==> src/rtl/pc_fetch_stage_if.sv <==
// pc_fetch_stage_if: fetch-stage bus bundle.
// Carries the pipeline control inputs (stall, flush, redirect), the instruction
// memory request/response pair and the IF/ID register contents.
//   master : the fetch stage (drives pc, ifid_*, fetch_count)
//   slave  : the surrounding pipeline / memory (drives control and imem_instr)
interface pc_fetch_stage_if;
    logic        stall;
    logic        flush;
    logic        br_taken;
    logic [31:0] br_target;
    logic [31:0] imem_instr;
    logic [31:0] pc;
    logic [31:0] ifid_pc;
    logic [31:0] ifid_pc4;
    logic [31:0] ifid_instr;
    logic        ifid_valid;
    logic [31:0] fetch_count;

    modport master (
        input  stall, flush, br_taken, br_target, imem_instr,
        output pc, ifid_pc, ifid_pc4, ifid_instr, ifid_valid, fetch_count
    );

    modport slave (
        output stall, flush, br_taken, br_target, imem_instr,
        input  pc, ifid_pc, ifid_pc4, ifid_instr, ifid_valid, fetch_count
    );
endinterface

==> src/rtl/pc_fetch_stage.sv <==
// pc_fetch_stage: RV32I instruction-fetch front end.
// Owns the PC, presents it to instruction memory, and captures the returned
// word into the IF/ID register one edge later. Redirect beats stall; flush
// turns the IF/ID load into a bubble.
// Ports:
//   clk   : pipeline clock, rising edge
//   reset : synchronous, active-high
//   bus   : pc_fetch_stage_if.master (control in, imem in, pc/IF-ID out)
module pc_fetch_stage #(
    parameter logic [31:0] RESET_PC  = 32'h0000_0000,
    parameter logic [31:0] NOP_INSTR = 32'h0000_0013
) (
    input  logic                   clk,
    input  logic                   reset,
    pc_fetch_stage_if.master       bus
);

    localparam int unsigned XLEN = 32;
    localparam logic [XLEN-1:0] CNT_MAX = '1;

    logic [XLEN-1:0] pc_q,         pc_d;
    logic [XLEN-1:0] ifid_pc_q,    ifid_pc_d;
    logic [XLEN-1:0] ifid_pc4_q,   ifid_pc4_d;
    logic [XLEN-1:0] ifid_instr_q, ifid_instr_d;
    logic            ifid_valid_q, ifid_valid_d;
    logic [XLEN-1:0] fetch_cnt_q,  fetch_cnt_d;
    logic [XLEN-1:0] pc_plus4;

    assign pc_plus4 = pc_q + XLEN'(4);

    // Next-state: redirect > stall > normal advance; flush only affects IF/ID.
    always_comb begin
        pc_d         = pc_q;
        ifid_pc_d    = ifid_pc_q;
        ifid_pc4_d   = ifid_pc4_q;
        ifid_instr_d = ifid_instr_q;
        ifid_valid_d = ifid_valid_q;
        fetch_cnt_d  = fetch_cnt_q;

        if (bus.br_taken) begin
            pc_d         = {bus.br_target[XLEN-1:2], 2'b00};
            ifid_pc_d    = '0;
            ifid_pc4_d   = '0;
            ifid_instr_d = NOP_INSTR;
            ifid_valid_d = 1'b0;
        end else if (bus.stall) begin
            if (bus.flush) begin
                ifid_pc_d    = '0;
                ifid_pc4_d   = '0;
                ifid_instr_d = NOP_INSTR;
                ifid_valid_d = 1'b0;
            end
        end else begin
            pc_d = pc_plus4;
            if (bus.flush) begin
                ifid_pc_d    = '0;
                ifid_pc4_d   = '0;
                ifid_instr_d = NOP_INSTR;
                ifid_valid_d = 1'b0;
            end else begin
                ifid_pc_d    = pc_q;
                ifid_pc4_d   = pc_plus4;
                ifid_instr_d = bus.imem_instr;
                ifid_valid_d = 1'b1;
                // Count delivered instructions, pinned at all-ones.
                if (fetch_cnt_q != CNT_MAX) begin
                    fetch_cnt_d = fetch_cnt_q + XLEN'(1);
                end
            end
        end
    end

    // State register with synchronous reset.
    always_ff @(posedge clk) begin
        if (reset) begin
            pc_q         <= RESET_PC;
            ifid_pc_q    <= '0;
            ifid_pc4_q   <= '0;
            ifid_instr_q <= NOP_INSTR;
            ifid_valid_q <= 1'b0;
            fetch_cnt_q  <= '0;
        end else begin
            pc_q         <= pc_d;
            ifid_pc_q    <= ifid_pc_d;
            ifid_pc4_q   <= ifid_pc4_d;
            ifid_instr_q <= ifid_instr_d;
            ifid_valid_q <= ifid_valid_d;
            fetch_cnt_q  <= fetch_cnt_d;
        end
    end

    assign bus.pc          = pc_q;
    assign bus.ifid_pc     = ifid_pc_q;
    assign bus.ifid_pc4    = ifid_pc4_q;
    assign bus.ifid_instr  = ifid_instr_q;
    assign bus.ifid_valid  = ifid_valid_q;
    assign bus.fetch_count = fetch_cnt_q;

endmodule

==> src/flat_wrapper.sv <==
// flat-port wrapper written by rule: the top's interface ports become plain ports
module pc_fetch_stage_flat 
#(
    parameter logic [31:0] RESET_PC  = 32'h0000_0000,
    parameter logic [31:0] NOP_INSTR = 32'h0000_0013
)
  (clk, reset, bus_stall, bus_flush, bus_br_taken, bus_br_target, bus_imem_instr, bus_pc, bus_ifid_pc, bus_ifid_pc4, bus_ifid_instr, bus_ifid_valid, bus_fetch_count);
  pc_fetch_stage_if bus_i ();
  input  logic clk;
  input  logic reset;
  input wire logic [$bits(bus_i.stall)-1:0] bus_stall;
  input wire logic [$bits(bus_i.flush)-1:0] bus_flush;
  input wire logic [$bits(bus_i.br_taken)-1:0] bus_br_taken;
  input wire logic [$bits(bus_i.br_target)-1:0] bus_br_target;
  input wire logic [$bits(bus_i.imem_instr)-1:0] bus_imem_instr;
  output wire logic [$bits(bus_i.pc)-1:0] bus_pc;
  output wire logic [$bits(bus_i.ifid_pc)-1:0] bus_ifid_pc;
  output wire logic [$bits(bus_i.ifid_pc4)-1:0] bus_ifid_pc4;
  output wire logic [$bits(bus_i.ifid_instr)-1:0] bus_ifid_instr;
  output wire logic [$bits(bus_i.ifid_valid)-1:0] bus_ifid_valid;
  output wire logic [$bits(bus_i.fetch_count)-1:0] bus_fetch_count;
  assign bus_i.stall = bus_stall;
  assign bus_i.flush = bus_flush;
  assign bus_i.br_taken = bus_br_taken;
  assign bus_i.br_target = bus_br_target;
  assign bus_i.imem_instr = bus_imem_instr;
  assign bus_pc = bus_i.pc;
  assign bus_ifid_pc = bus_i.ifid_pc;
  assign bus_ifid_pc4 = bus_i.ifid_pc4;
  assign bus_ifid_instr = bus_i.ifid_instr;
  assign bus_ifid_valid = bus_i.ifid_valid;
  assign bus_fetch_count = bus_i.fetch_count;
  pc_fetch_stage #(.RESET_PC(RESET_PC), .NOP_INSTR(NOP_INSTR)) u_core (.clk(clk), .reset(reset), .bus(bus_i));
endmodule
==> config.mk <==
export PLATFORM = sky130hd
export DESIGN_NAME = pc_fetch_stage_flat
export DESIGN_NICKNAME = d
export VERILOG_FILES = /design/src/rtl/pc_fetch_stage_if.sv /design/src/rtl/pc_fetch_stage.sv /design/src/flat_wrapper.sv
export SDC_FILE = /design/constraint.sdc
export NUM_CORES = 1
export LEC_CHECK = 0
export ABC_AREA = 1
export BUFFER_PORTS_ARGS = -buffer_cell sky130_fd_sc_hd__buf_2
export CAP_MARGIN = 20
export CORE_ASPECT_RATIO = 0.5
export CORE_MARGIN = 10
export CORE_UTILIZATION = 40
export CTS_BUF_LIST = sky130_fd_sc_hd__clkbuf_8
export CTS_CLUSTER_DIAMETER = 150
export DETAILED_ROUTE_END_ITERATION = 8
export GPL_ROUTABILITY_DRIVEN = 0
export GPL_TIMING_DRIVEN = 0
export SLEW_MARGIN = 20
export SYNTH_ARGS = -nofsm -noshare
export SYNTH_HDL_FRONTEND = slang
export SYNTH_SLANG_ARGS = --single-unit
==> constraint.sdc <==
create_clock -name clk -period 1.91 [get_ports clk]
set_input_delay 0.191 -clock clk [delete_from_list [all_inputs] [get_ports clk]]
set_output_delay 0.191 -clock clk [all_outputs]
set_load 0.01 [all_outputs]
==> results.cfg <==
[run_status]
status = complete, no violations

[grt]
global_route.peak_usage_layer = met2
grt_pass1_vias = 7611
grt_start_max_net_pins = 17
total_overflow_reported_by_the_global_router = 0
grt_antenna_before_repair = 0
grtUsageMet2_pct = 35.8
grtUsageTotal_pct = 20.6
gr-usage-met3_pct = 4.80
met1_usage_pct = 25.3
grt_pass1_wl_um = 40400

[critical_path]
path_class = register to register
start_kind = register
max_stage_delay_ns = 0.43
crit_path_top_delay_cell = sky130_fd_sc_hd__dfxtp_1
crit_path_start = u_core.bus.pc[2]
worstRegToRegCells = 10
path_buf_inv = 1
worst_setup_path_endpoint = u_core.bus.ifid_pc4[24]
critical_path.most_common_cell = sky130_fd_sc_hd__nand2_1
critical_path_peak_fanout = 7
capture_instance_of_the_worst_register_to_register_path = u_core.bus.ifid_pc4[24]
r2r_slack_ns = 0.11
element_type_at_the_critical_path_end = register
critical_path_arrival_ns = 2.12
crit_path_cell_trace = ha_1 -> nand2_1 -> inv_1 -> nand3_1 -> nor2_4 -> nand2_1 -> nand2_1 -> nand2_1 -> nand2_1 -> a21oi_1
crit_cells = 10
critPathRequiredTime_ns = 2.23
top_family_by_delay_on_critical_path = simple AND/OR/NAND/NOR gates
reg2reg_from = u_core.bus.pc[2]

[sta]
min_period_over_period_pct = 94.0
max_slew_headroom_pct = 47.7
finalHoldWorstSlack_ns = 0.0222
timing.final.crit_period_ns = 1.80
final_hold_violations = 0
drv_slew = 0
setup_viol_count_final = 0
maxClockFrequency_ghz = 0.557
fin_ws_ns = 0.114
finClkSkew_ns = 0.0138
timing_worst_slew_pin_value_ns = 0.784

[die]
design.die.area_mm2 = 0.0247
chipWidth_um = 212
floorplan.io_pins = 230
core_area_mm2 = 0.0183
dieHeight_um = 116
num_rows = 35
initial_utilization_pct = 40.5

[synth]
postSynthAreaPerCell_um2 = 6.68
synthesis.yosys.warnings = 0
yosys.area.top_type = sky130_fd_sc_hd__dfxtp_1
synth_area_leaders = sky130_fd_sc_hd__dfxtp_1 (42%), sky130_fd_sc_hd__nand2_1 (23%), sky130_fd_sc_hd__a21oi_1 (7.8%)
post_synth_most_frequent_cells = sky130_fd_sc_hd__nand2_1 (448), sky130_fd_sc_hd__dfxtp_1 (155), sky130_fd_sc_hd__a21oi_1 (115)
syn_inst_count = 1108
postSynth.topFlopCell = sky130_fd_sc_hd__dfxtp_1
asr_flop_ratio_synth_pct = 0
synth_sequential_area_ratio_pct = 41.9
synth_largest_type_area_fraction_pct = 41.9
synthesis.area_mm2 = 0.00740
postSynthRegisterBits = 155
yosysMostFrequentCell = sky130_fd_sc_hd__nand2_1
number_of_flops_mapped_to_enable_cells_by_yosys = 0
yosysUniqueCellTypes = 32

[clock_network]
cts_htree_levels = 4
clock_insertion_delay_worst_skew_ns = 0.45
clock-root-buffer = sky130_fd_sc_hd__clkbuf_8
cts_made_buffers = 17
cts.clk_slew.worst_paths_ns = 0.08
max-clock-path-buffers = 2
cts_tree = done
clock_sink_count = 155

[finish]
antenna_cells_inserted = 0
final_layout_size_suffix_gt1_share_pct = 24.2
final_cells = 1639
synthToLayoutAreaGrowth_pct = 30.8
finalCoreUtilization_pct = 53.0
nets = 1459

[min_path]
timing.hold.worst.class = input port to register

[drt]
drc = 0
avgRoutedWirePerCell_um = 16.0
detail_route.vias_per_cell = 4.90
dr_total_vias = 8033
postRouteAntennaNets = 0
detailed_route_wl_um = 26200
number_of_detailed_routing_iterations_run_before_antenna_repair = 6
drt_iter0_drc = 570

[placement]
pre_cts_slack_ns = -0.350
placed_cells_incl_taps = 1572
numPortBuffers = 219
place.detailed.hpwl_um = 19900

[flow_run]
drv_cap = 0

[power]
leakagePower_nw = 3.99
pwr_per_cell_area_mw_per_mm2 = 693
vdd_drop_max_mv = 0.428
==> worst register-to-register path: stages (launching register included) <==
cell and delay [ns]:
sky130_fd_sc_hd__dfxtp_1 0.43, sky130_fd_sc_hd__ha_1 0.22, sky130_fd_sc_hd__nand2_1 0.09, sky130_fd_sc_hd__inv_1 0.10
sky130_fd_sc_hd__nand3_1 0.20, sky130_fd_sc_hd__nor2_4 0.25, sky130_fd_sc_hd__nand2_1 0.09, sky130_fd_sc_hd__nand2_1 0.08
sky130_fd_sc_hd__nand2_1 0.08, sky130_fd_sc_hd__nand2_1 0.08, sky130_fd_sc_hd__a21oi_1 0.07
==> per-stage QoR <==
step	setup TNS (ns)	power, mW	instance area (µm²)
final	0	6.70	9670
after floorplan	0	3.77	7420
after global placement	-5.57	4.05	8810
after global routing	-0.00638	6.98	9670
after detailed placement	-7.67	4.06	8810
after CTS	0	6.76	9600
==> state kept, by name (all words and copies together) (netlist names) <==
signal / cells
u_core.bus.ifid_valid: 1
u_core.bus.fetch_count: 32
u_core.bus.ifid_instr: 32
u_core.bus.ifid_pc: 30
u_core.bus.pc: 30
u_core.bus.ifid_pc4: 30
==> layout make-up <==
type	count	area (µm²)
fillers	1846	8590
multi-input cells	844	3880
flip-flops and latches	155	3120
repair buffers	256	1460
well taps	240	300
plain buffers	57	280
clock buffers	20	275
inverters	57	214
clock inverters	10	140
==> cell usage in the layout (no fill, tap or decap), drive strengths merged, types with 2 or more instances in the layout <==
cell         instances
dlygate4sd3         35
a31oi                8
bufinv               3
and2                 2
nand4                6
o21ai               19
xor2                15
conb                 6
ha                   2
a21oi              135
xnor2               12
nand3b              10
inv                 59
dfxtp              155
a31o                 2
nand2              463
nor2               112
o22ai                3
nand3               46
clkinvlp             3
clkbuf              61
clkinv               2
buf                237
==> power by group <==
group / internal (mW) / switching (mW) / total, mW
logic: 0.256 / 0.406 / 0.663
registers: 3.29 / 0.0926 / 3.39
clock network: 1.39 / 1.26 / 2.65
total: 4.94 / 1.76 / 6.70
==> per-layer routing <==
metal / routed length [µm] / part of all wire, %
met5: 0 / 0
met4: 447 / 1.7
met3: 1670 / 6.4
met2: 12500 / 48
met1: 11500 / 44
==> timing repair <==
action | 4_1_cts | 5_1_grt
pin swaps | 0 | 2
endpoints found under the hold margin | 35 | 0
hold buffers | 35 | 0
endpoints found under the setup margin | 39 | 67
gates resized for setup | 6 | 24
cloned | 0 | 0
setup buffers | 0 | 2
==> kinds of logic after synthesis <==
| kind of cell | count (synthesis) | share of synthesized area, % |
|---|---|---|
| other | 1 | 0.0507 |
| AOI/OAI and AO/OA | 168 | 12.7 |
| xor gates and xnor gates | 27 | 3.20 |
| buffers and inverters | 114 | 6.61 |
| DFF | 155 | 41.9 |
| and+or+nand+nor | 641 | 35.1 |
| adders and majority gates | 2 | 0.338 |
==> worst min path at each step <==
stage	from	to	slack, ns	depth (start not counted)
3_3_place_gp	bus_flush	u_core.bus.ifid_valid	0.38	2
6_report	bus_br_target[10]	u_core.bus.pc[10]	0.02	3
3_5_place_dp	bus_flush	u_core.bus.ifid_valid	0.38	2
4_1_cts	bus_br_target[8]	u_core.bus.pc[8]	0.005	3
2_1_floorplan	bus_flush	u_core.bus.ifid_valid	0.26	1
5_1_grt	bus_br_target[10]	u_core.bus.pc[10]	0.009	3
No activity file was read; power rests on OpenSTA's default activity.
